`src/rtl/arith_cmd_issuer.sv`:
```
// arith_cmd_issuer: buffers arithmetic commands in a FIFO, issues them one at a time
// to a multicycle arithmetic unit and returns tagged results with error codes.
module arith_cmd_issuer #(
   parameter int DEPTH   = 4,
   parameter int AW      = 2,
   parameter int TIMEOUT = 15
) (
   input  logic        clk,
   input  logic        rst,
   input  logic        cmd_valid,
   output logic        cmd_ready,
   input  logic [1:0]  cmd_op,
   input  logic [7:0]  cmd_a,
   input  logic [7:0]  cmd_b,
   output logic        rsp_valid,
   input  logic        rsp_ready,
   output logic [15:0] rsp_result,
   output logic [1:0]  rsp_op,
   output logic [1:0]  rsp_err,
   output logic        au_start,
   output logic [1:0]  au_op,
   output logic [7:0]  au_a,
   output logic [7:0]  au_b,
   input  logic        au_done,
   input  logic [15:0] au_result,
   output logic        busy,
   output logic [7:0]  issued_cnt
);
   typedef enum logic [1:0] {IDLE, START, WAIT, RESP} state_t;
   state_t state, next_state;
   logic [1:0] op_mem [DEPTH];
   logic [7:0] a_mem [DEPTH];
   logic [7:0] b_mem [DEPTH];
   logic [AW-1:0] wr_ptr, rd_ptr;
   logic [AW:0] count;
   logic [7:0] timer;
   logic push, pop, timeout, finish;
   // ready comes from the registered count only, so a pop never frees a slot combinationally
   assign cmd_ready = count != (AW+1)'(DEPTH);
   assign push = cmd_valid && cmd_ready;
   assign pop = state == IDLE && count != '0;
   assign timeout = timer == 8'(TIMEOUT - 1);
   assign finish = state == WAIT && (au_done || timeout);
   assign busy = state != IDLE || count != '0;
   always_comb begin
      next_state = state;
      case (state)
         IDLE:    next_state = pop ? START : IDLE;
         START:   next_state = WAIT;
         WAIT:    next_state = finish ? RESP : WAIT;
         default: next_state = rsp_ready ? IDLE : RESP;
      endcase
   end
   always_ff @(posedge clk) begin
      if (push) begin
         op_mem[wr_ptr] <= cmd_op;
         a_mem[wr_ptr] <= cmd_a;
         b_mem[wr_ptr] <= cmd_b;
      end
   end
   always_ff @(posedge clk or posedge rst) begin
      if (rst) begin
         state <= IDLE;
         wr_ptr <= '0;
         rd_ptr <= '0;
         count <= '0;
         timer <= '0;
         au_start <= 1'b0;
         au_op <= '0;
         au_a <= '0;
         au_b <= '0;
         rsp_valid <= 1'b0;
         rsp_result <= '0;
         rsp_op <= '0;
         rsp_err <= '0;
         issued_cnt <= '0;
      end else begin
         state <= next_state;
         wr_ptr <= push ? wr_ptr + 1'b1 : wr_ptr;
         rd_ptr <= pop ? rd_ptr + 1'b1 : rd_ptr;
         count <= count + (AW+1)'(push) - (AW+1)'(pop);
         au_start <= pop;
         timer <= state == WAIT ? timer + 8'd1 : 8'd0;
         if (pop) begin
            au_op <= op_mem[rd_ptr];
            au_a <= a_mem[rd_ptr];
            au_b <= b_mem[rd_ptr];
         end
         // a done arriving on the timeout cycle still wins over the timeout
         if (finish) begin
            rsp_valid <= 1'b1;
            rsp_op <= au_op;
            rsp_result <= au_done ? au_result : 16'd0;
            rsp_err <= !au_done ? 2'b10 : (au_op == 2'b11 && au_b == 8'd0) ? 2'b01 : 2'b00;
         end
         if (state == RESP && rsp_ready) begin
            rsp_valid <= 1'b0;
            issued_cnt <= issued_cnt + 8'd1;
         end
      end
   end
endmodule

```
`config.mk`:
```
export PLATFORM = sky130hd
export DESIGN_NAME = arith_cmd_issuer
export DESIGN_NICKNAME = d
export VERILOG_FILES = /design/src/rtl/arith_cmd_issuer.sv
export SDC_FILE = /design/constraint.sdc
export NUM_CORES = 1
export LEC_CHECK = 0
export BUFFER_PORTS_ARGS = -buffer_cell sky130_fd_sc_hd__buf_2
export CORE_ASPECT_RATIO = 2
export CORE_MARGIN = 4
export CORE_UTILIZATION = 30
export DETAILED_ROUTE_END_ITERATION = 10
export HOLD_SLACK_MARGIN = 0.06
export PLACE_DENSITY = 0.54
export SYNTH_ARGS = -nofsm -noshare
export SYNTH_HDL_FRONTEND = slang
export SYNTH_SLANG_ARGS = --single-unit
```
`constraint.sdc`:
```
create_clock -name clk -period 3.4 [get_ports clk]
set_input_delay 0.34 -clock clk [delete_from_list [all_inputs] [get_ports clk]]
set_output_delay 0.34 -clock clk [all_outputs]
set_load 0.02 [all_outputs]
```
# Yosys cells after proc, flatten, opt, wreduce, memory -nomap -nowiden
# Memory sizes are Yosys's and may differ from the RTL's. A register that Yosys moved wholly into a read port is not among the register bits.
# Index checks and enable logic that the tools add are counted.
# Widths: inputs -> output; s select.
[word_totals] n_memories=3 output_inout_bits=50 ff_bits=47 ramBits=72 inputBits=39 wordCells=50
[op_classes] reduce_logical=12 n_mux=12 n_eq_ne=6 n_addsub=6
[memory_table] memory="a_mem" words=4 word_bits=8 rd=1 rd_ports_with_merged_regs=1 write_ports=1 line_no="32" text="logic [7:0] a_mem [DEPTH];"
[memory_table] memory="b_mem" words=4 word_bits=8 rd=1 rd_ports_with_merged_regs=1 write_ports=1 line_no="33" text="logic [7:0] b_mem [DEPTH];"
[memory_table] memory="op_mem" words=4 word_bits=2 rd=1 rd_ports_with_merged_regs=1 write_ports=1 line_no="31" text="logic [1:0] op_mem [DEPTH];"
[op_table] operator="$add 8x1->8 const B" count=2
[op_table] operator="$mux 16" count=1
[op_table] operator="$eq 8x4->1 const B" count=1
[op_table] operator="$logic_not 8->1" count=1
[op_table] operator="$mux 8" count=1
[op_table] operator="$mux 1" count=7
[op_table] operator="$eq 2x2->1 const B" count=3
[op_table] operator="$pmux 2 s3" count=1
[op_table] operator="$logic_and 1x1->1" count=5
[op_table] operator="$add 2x1->2 const B" count=2
[op_table] operator="$mux 2" count=2
[op_table] operator="$reduce_bool 2->1" count=2
[op_table] operator="$add 3x1->3" count=1
[op_table] operator="$ne 3x3->1 const B" count=1
[op_table] operator="$reduce_bool 3->1" count=1
[op_table] operator="$sub 3x1->3" count=1
[op_table] operator="$eq 2x1->1 const B" count=1
[op_table] operator="$logic_not 2->1" count=1
[op_table] operator="$logic_or 1x1->1" count=2

# Longest topological paths before layout
# Gate-level depths: netlist (run 1).
[logic_depth] ltp_word=5 mapped_depth=8 ltp_nobuf=7

# Worst setup path before layout (run 1)
# No wires, ideal clock.
[synth_timing] path_type="register -> register" start="register count[1]" end="register count[2]" arrival_ns=1.940 path_stages_with_launch=8 path_slack_ns=1.337 period_less_slack_ns=2.063 path_cell_list="dfrtp_1 -> or3b_4 -> and2_4 -> buf_6 -> xnor2_1 -> ha_1 -> fa_1 -> xnor2_1"
[synth_via] elab_chain_cells=4
[synth_lines] item="start: declaration" line_no="35" text="logic [AW:0] count;"
[synth_lines] item="start signal: assignment" line_no="81" text="count <= count + (AW+1)'(push) - (AW+1)'(pop);"
[synth_lines] item="$ne 3x3->1" line_no="39" text="assign cmd_ready = count != (AW+1)'(DEPTH);"
[synth_lines] item="net cmd_ready" line_no="11" text="output logic cmd_ready,"
[synth_lines] item="$logic_and 1x1->1" line_no="40" text="assign push = cmd_valid && cmd_ready;"
[synth_lines] item="$add 3x1->3" line_no="81"
[synth_lines] item="$sub 3x1->3" line_no="81"
# The timed path passes the listed nets, and every way through them passes these cells.
# A chain may end at the register's enable or synchronous reset.

# Worst setup path after layout (run 1)
[layout_timing] start="register count[1]" end="register count[1]"
[layout_via] elab_chain_cells=4
[layout_lines] item="$ne 3x3->1" line_no="39"
[layout_lines] item="$logic_and 1x1->1" line_no="40"
[layout_lines] item="$add 3x1->3" line_no="81"
[layout_lines] item="$sub 3x1->3 (*)" line_no="81"
# Every way passes the cells marked *; elsewhere a longest branch is shown, timed or not.

==> reports/results.tsv, run 1 <==
stage	metric	value	unit
run_status	outcome	finished, final reports clean	
power	p_comb_share	30.2	%
yosys	yosysTopAreaCellShare	40.45	%
grt	grt_pass1_wl	17500	um
setup_path	crit_path_start_kind	flop	
setup_path	path_class	reg2reg	
setup_path	cp.required	3.69	ns
die	start_util	30.80	%
final_layout	final_cell_mix	buf_2 (88), edfxtp_1 (72), dfrtp_1 (65), nand2_1 (64), mux4_2 (18)	
routing	route.detailed.wl_per_inst	16.60	um
setup_path	cp.arrival	2.56	ns
place	dp_worst_setup_slack	1.059	ns
sta	setup_viol	0	
clocking	clock-root-buffer	clkbuf_16	
setup_path	endpoint_kind	flop	
power	p_sw	2084	uW
grt	grt_pass1_vias	3305	
setup_path	crit_fanout	22	
sta	finalCriticalPeriod	2.273	ns
sta	hold_slack	0.07764	ns
yosys	syn_avg_cell_area	15.77	um^2
final_layout	drive_gt1_share	33.78	%
final_layout	num_antenna_cells	0	
final_layout	fin_area	6606	um^2
place	port_buffers	88	
power	power.leakage	0.002834	uW
clocking	hold_buffers	0	
clocking	cts_resized	0	
power	vdd.ir_drop.worst	262.8	uV
yosys	synthDistinctLibCells	39	
die	ios	89	
place	routabilityCongestion	0.7074	
run	max-cap-violations	0	
grt	grt_use_total	11.72	%
sta	period_share	66.84	%
clocking	htreeDepth	4	
sta	max_slew_margin	40.73	%
routing	ant_nets	0	
die	num_rows	68	
sta	fin_ws	1.127	ns
yosys	ys_async_sr_fraction	47.45	%
die	die_x	102.4	um
routing	drc_errors	0	
yosys	syn_inst	339	
power	p_sw_share	33.19	%
place	placed_area	6022	um^2
place	dp.cells	628	
final_layout	finalNetCount	489	
yosys	synth_edf_count	72	
setup_path	worstSetupEndpoint	count[1]$_DFF_PP0_	
clocking	clk_pin_slew_worst_paths	0.06	ns
routing	vias_per_cell	4.571	
worst_hold_path	min_path_type	in2async	
die	die_area	20150	um^2
routing	wl_met2	6266	um
place	hpwlAfterDp	7884	um
setup_path	regToRegSetupSlack	1.13	ns
yosys	synth_seq_cells	137	
sta	fmax	0.4400	GHz
final_layout	final_cells	660	
yosys	ys.flop_type	edfxtp_1	
grt	grt_max_degree	38	
routing	drt_iter0_drc	64	
final_layout	syn2layout_area_growth	23.60	%
grt	grt_remaining_overflow	0	
yosys	syn-cell-area	5345	um^2
routing	via_count	3017	
sta	hold_viol_final	0	
clocking	cts.sinks	137	
grt	antenna_found_initial	0	
yosys	yosysTopAreaCell	edfxtp_1	
clocking	cts_buffer_depth	2	
power	clkPwrFrac	28.8	%
routing	routed_wirelength	10960	um
clocking	cts_tree	done	
sta	skew	0.007034	ns
clocking	post_cts_buffers	0	
die	fp.coreArea	17360	um^2
power	p_int	4196	uW
sta	rsz0062_at_grt	false	
clocking	numCtsBuffers	17	
sta	tightest_slew	0.8890	ns
yosys	seq_area_frac_synth	70.88	%
setup_path	reg2reg_depth	4	
sta	slew_violations	0	
yosys	syn_nets	391	
setup_path	reg2reg_from	count[1]$_DFF_PP0_	
sta	tns	0	ns
power	p_per_area	950.5	nW/um^2
setup_path	r2r-end	count[1]$_DFF_PP0_	
yosys	synth_warnings	0	
die	fp.dieH	196.8	um
setup_path	cp-startpoint	count[1]$_DFF_PP0_	
yosys	synth_area_leaders	edfxtp_1 (40%), dfrtp_1 (30%), mux4_2 (7.6%)	
final_layout	final_common_cell	buf_2	
routing	wl_met3	469	um
routing	top_layer	met4	
power	seqPwrFrac	41.0	%
routing	wl_met1	3941	um
clocking	insertion_delay	0.41	ns
routing	firstDrtPassIters	4	
==> cell families (layout without fill, tap and decap cells) <==
| kind of cell | after synthesis | after routing | synth area share [%] |
|---|---|---|---|
| muxes | 24 | 24 | 8.895 |
| AOI/OAI and AO/OA | 27 | 27 | 3.839 |
| buffers and inverters | 24 | 135 | 1.989 |
| xor gates and xnor gates | 16 | 16 | 2.622 |
| adders and majority gates | 13 | 13 | 3.183 |
| DFF | 137 | 137 | 70.88 |
| and+or+nand+nor | 98 | 98 | 8.591 |
==> per-stage QoR <==
step | util [%] | total power, uW
6_report | 38.06 | 6280
5_1_grt | 38.06 | 6687
4_1_cts | 38.06 | 6427
3_5_place_dp | 34.70 | 4585
3_3_place_gp | 34.70 | 4519
2_1_floorplan | - | 3899
==> power groups by stage <==
stage	clock [uW]	combinational (uW)	sequential (uW)
5_1_grt	1930	2110	2640
6_report	1810	1890	2580
3_5_place_dp	0	1970	2620
2_1_floorplan	0	1110	2790
3_3_place_gp	0	1930	2590
4_1_cts	1870	1970	2590
==> worst min path at each step <==
stage                              startpoint                        end  depth (start not counted)
after floorplan                     rsp_ready         state[1]$_DFF_PP0_                          1
after global placement    au_a[0]$_DFFE_PP0P_        au_a[0]$_DFFE_PP0P_                          2
after detailed placement  au_a[0]$_DFFE_PP0P_        au_a[0]$_DFFE_PP0P_                          2
after CTS                                 rst        au_b[7]$_DFFE_PP0P_                          2
after global routing             au_result[9]  rsp_result[9]$_DFFE_PP0P_                          2
final                                     rst  rsp_result[7]$_DFFE_PP0P_                          2
==> area by class of cell <==
type	instances	area (um^2)
clock inverters	14	155.1
fillers	1649	10750
inverters	11	41.29
well taps	210	262.8
clock buffers	18	429.2
repair buffers	92	470.5
multi-input cells	178	1459
flip-flops and latches	137	3789
==> metal layers <==
layer	vias to the layer above	global-route usage (%)
met4	0	6.472
li1	1421	-
met2	68	21.63
met5	-	0
met3	22	2.869
met1	1506	11.55
==> critical path: stages (launching register included) <==
cell and delay (ns):
dfrtp_1 0.45, o31ai_2 0.57, inv_1 0.48, nand2b_1 0.22, fa_1 0.43
==> flip-flops by register name, indices dropped and copies added (netlist names), 2 cells and up <==
name        cells
rsp_op          2
timer           8
state           2
rd_ptr          2
rsp_err         2
rsp_result     16
op_mem          8
count           3
au_op           2
au_a            8
b_mem          32
wr_ptr          2
au_b            8
a_mem          32
issued_cnt      8
==> synthesized netlist by cell type, types with 5 or more instances <==
cell and number:
nor2_1 8, a22o_1 16, xor2_1 5, edfxtp_1 72, xnor2_1 11, mux4_2 18
dfrtp_1 65, buf_2 7, nand2_1 64, a21oi_1 5, ha_1 12, inv_1 11
Power figures use the tool's default switching activity.
==> inputs of run 2 (changes only) <==
Settings changed: PLACE_DENSITY 0.54 to 0.56.
Clock period 3.4 ns to 2.01 ns, I/O delays scaled along.
==> reports/results.tsv, run 2 (same netlist as run 1, synthesis figures left out) <==
stage	metric	value	unit	change
clocking	numCtsBuffers	17		unchanged
setup_path	slowest_delay	0.43	ns	-0.14 ns
power	total_power	10940	uW	+74%
routing	via_count	3212		+6.5%
final_layout	num_antenna_cells	0		unchanged
sta	tightest_slew	0.6379	ns	-0.2511 ns
setup_path	worstPathCellList	or3b_4, and2_4, xnor2_1, ha_1, fa_2, xnor2_1		
final_layout	final_cell_mix	buf_2 (88), edfxtp_1 (72), dfrtp_1 (65), nand2_1 (64), dlygate4sd3_1 (36)		
grt	grt_max_degree	39		+2.6%
clocking	clk_pin_slew_worst_paths	0.06	ns	about the same
sta	tns	0	ns	unchanged
sta	slew_violations	0		unchanged
clocking	cts_buffer_depth	2		unchanged
sta	finalCriticalPeriod	1.930	ns	-0.3432 ns
routing	drc_errors	0		unchanged
final_layout	final_common_cell	buf_2		
clocking	insertion_delay	0.41	ns	about the same
setup_path	reg2reg_from	count[0]$_DFF_PP0_		
run_status	outcome	finished, final reports clean		
setup_path	path_class	reg2reg		
worst_hold_path	min_path_type	in2reg		
die	num_rows	68		unchanged
setup_path	reg2reg_depth	6		+2
place	routabilityCongestion	0.7004		-0.99%
power	power.leakage	0.003049	uW	+7.6%
grt	grt_remaining_overflow	0		unchanged
worst_hold_path	min_to	wr_ptr[0]$_DFFE_PP0P_		
final_layout	drive_gt1_share	33.00	%	-0.78 points
clocking	htreeDepth	4		unchanged
routing	drt_iter0_drc	105		+64%
die	die_x	102.4	um	unchanged
clocking	clock-root-buffer	clkbuf_16		
setup_path	r2r-end	count[2]$_DFF_PP0_		
sta	fmax	0.5183	GHz	+18%
routing	firstDrtPassIters	4		unchanged
routing	routed_wirelength	10890	um	-0.58%
sta	max_slew_margin	57.41	%	+17 points
clocking	post_cts_buffers	0		unchanged
power	vdd.ir_drop.worst	472.4	uV	+80%
die	start_util	30.80	%	unchanged
sta	fin_ws	0.08048	ns	-1.047 ns
routing	ant_nets	0		unchanged
routing	vias_per_cell	4.563		-0.19%
clocking	cts_tree	done		
worst_hold_path	hold_start	cmd_valid		
setup_path	cp.arrival	2.25	ns	-0.31 ns
setup_path	endpoint_kind	flop		
grt	grt_use_total	11.55	%	-0.17 points
sta	rsz0062_at_grt	false		
sta	period_share	96.00	%	+29 points
sta	skew	0.008923	ns	+0.001890 ns
grt	grt_pass1_vias	3404		+3.0%
final_layout	fillCellCount	1620		-1.8%
die	die_area	20150	um^2	unchanged
setup_path	critPathSlowestCell	or3b_4		
clocking	cts_resized	0		unchanged
die	ios	89		unchanged
place	placed_area	6110	um^2	+1.5%
setup_path	crit_path_frequent_cell	xnor2_1		
worst_hold_path	holdPathStages	3		
die	fp.dieH	196.8	um	unchanged
routing	route.detailed.wl_per_inst	15.47	um	-6.8%
grt	grt_pass1_wl	17510	um	about the same
setup_path	crit_path_start_kind	flop		
place	hpwlAfterDp	7637	um	-3.1%
place	dp_worst_setup_slack	0.08099	ns	-0.9783 ns
grt	antenna_found_initial	0		unchanged
setup_path	crit_fanout	6		-73%
clocking	cts.sinks	137		unchanged
setup_path	timing.critical_path.buf_inv	0		-1
setup_path	cp.required	2.33	ns	-1.36 ns
setup_path	cp_top_family	simple AND/OR/NAND/NOR gates		
final_layout	finalNetCount	533		+9.0%
die	fp.coreArea	17360	um^2	unchanged
final_layout	syn2layout_area_growth	32.44	%	
place	port_buffers	88		unchanged
final_layout	top_regs	a_mem (32), b_mem (32), rsp_result (16)		
power	p_per_area	1546	nW/um^2	+63%
sta	setup_viol	0		unchanged
sta	hold_viol_final	0		unchanged
setup_path	cp.depth	6		+2
setup_path	regToRegSetupSlack	0.08	ns	-1.05 ns
final_layout	final_core_util	40.79	%	+2.7 points
run	max-cap-violations	0		unchanged
final_layout	fin_area	7079	um^2	+7.2%
-- run 2: how the worst max path moves through the flow --
| stage | startpoint | to | slack (ns) |
|---|---|---|---|
| 3_3_place_gp | count[0]$_DFF_PP0_ | count[2]$_DFF_PP0_ | 0.14 |
| 3_5_place_dp | count[0]$_DFF_PP0_ | count[2]$_DFF_PP0_ | 0.08 |
| 6_report | count[0]$_DFF_PP0_ | count[2]$_DFF_PP0_ | 0.08 |
| 2_1_floorplan | count[0]$_DFF_PP0_ | count[2]$_DFF_PP0_ | 0.007 |
| 5_1_grt | count[0]$_DFF_PP0_ | count[2]$_DFF_PP0_ | 0.005 |
| 4_1_cts | count[0]$_DFF_PP0_ | count[2]$_DFF_PP0_ | 0.07 |
-- run 2: what timing repair did --
action | CTS | global route
endpoints found under the hold margin | 117 | 0
hold buffers | 36 | 0
endpoints found under the setup margin | 0 | 0
-- run 2: final cells by class --
cell class              count  area (um^2)  share of cell area (%)
clock inverters            13        176.4                   2.492
repair buffers            136        915.9                   12.94
inverters                  11        41.29                  0.5832
flip-flops and latches    137         3789                   53.52
clock buffers              19        432.9                   6.115
well taps                 210        262.8                   3.712
multi-input cells         178         1461                   20.64
-- run 2: per-stage QoR --
| stage | hold slack [ns] | std cells |
|---|---|---|
| floorplan | 0.2936 | 339 |
| global placement | 0.3040 | 636 |
| detailed placement | 0.3252 | 636 |
| CTS | 0.1860 | 704 |
| global route | 0.2154 | 704 |
| finish | 0.2042 | 704 |
-- run 2: layer usage --
| metal | track usage, % | wire length [um] | up-vias | share of wire [%] |
|---|---|---|---|---|
| li1 | - | - | 1512 | - |
| met1 | 11.67 | 3917 | 1613 | 36 |
| met2 | 21.43 | 6311 | 74 | 58 |
| met3 | 2.940 | 447 | 13 | 4.1 |
| met4 | 5.401 | 218 | 0 | 2.0 |
| met5 | 0 | 0 | - | 0 |
-- run 2: where the power goes --
group	total [uW]	internal, uW	leakage, uW	switching [uW]
logic	3520	1510	0.00127	2010
registers	4250	3830	0.00148	417
clock network	3180	2070	0.000295	1110
-- run 2: worst register-to-register path: stages, from the launching register on --
cell	delay, ns
dfrtp_1	0.39
or3b_4	0.43
and2_4	0.20
xnor2_1	0.12
ha_1	0.20
fa_2	0.34
xnor2_1	0.17
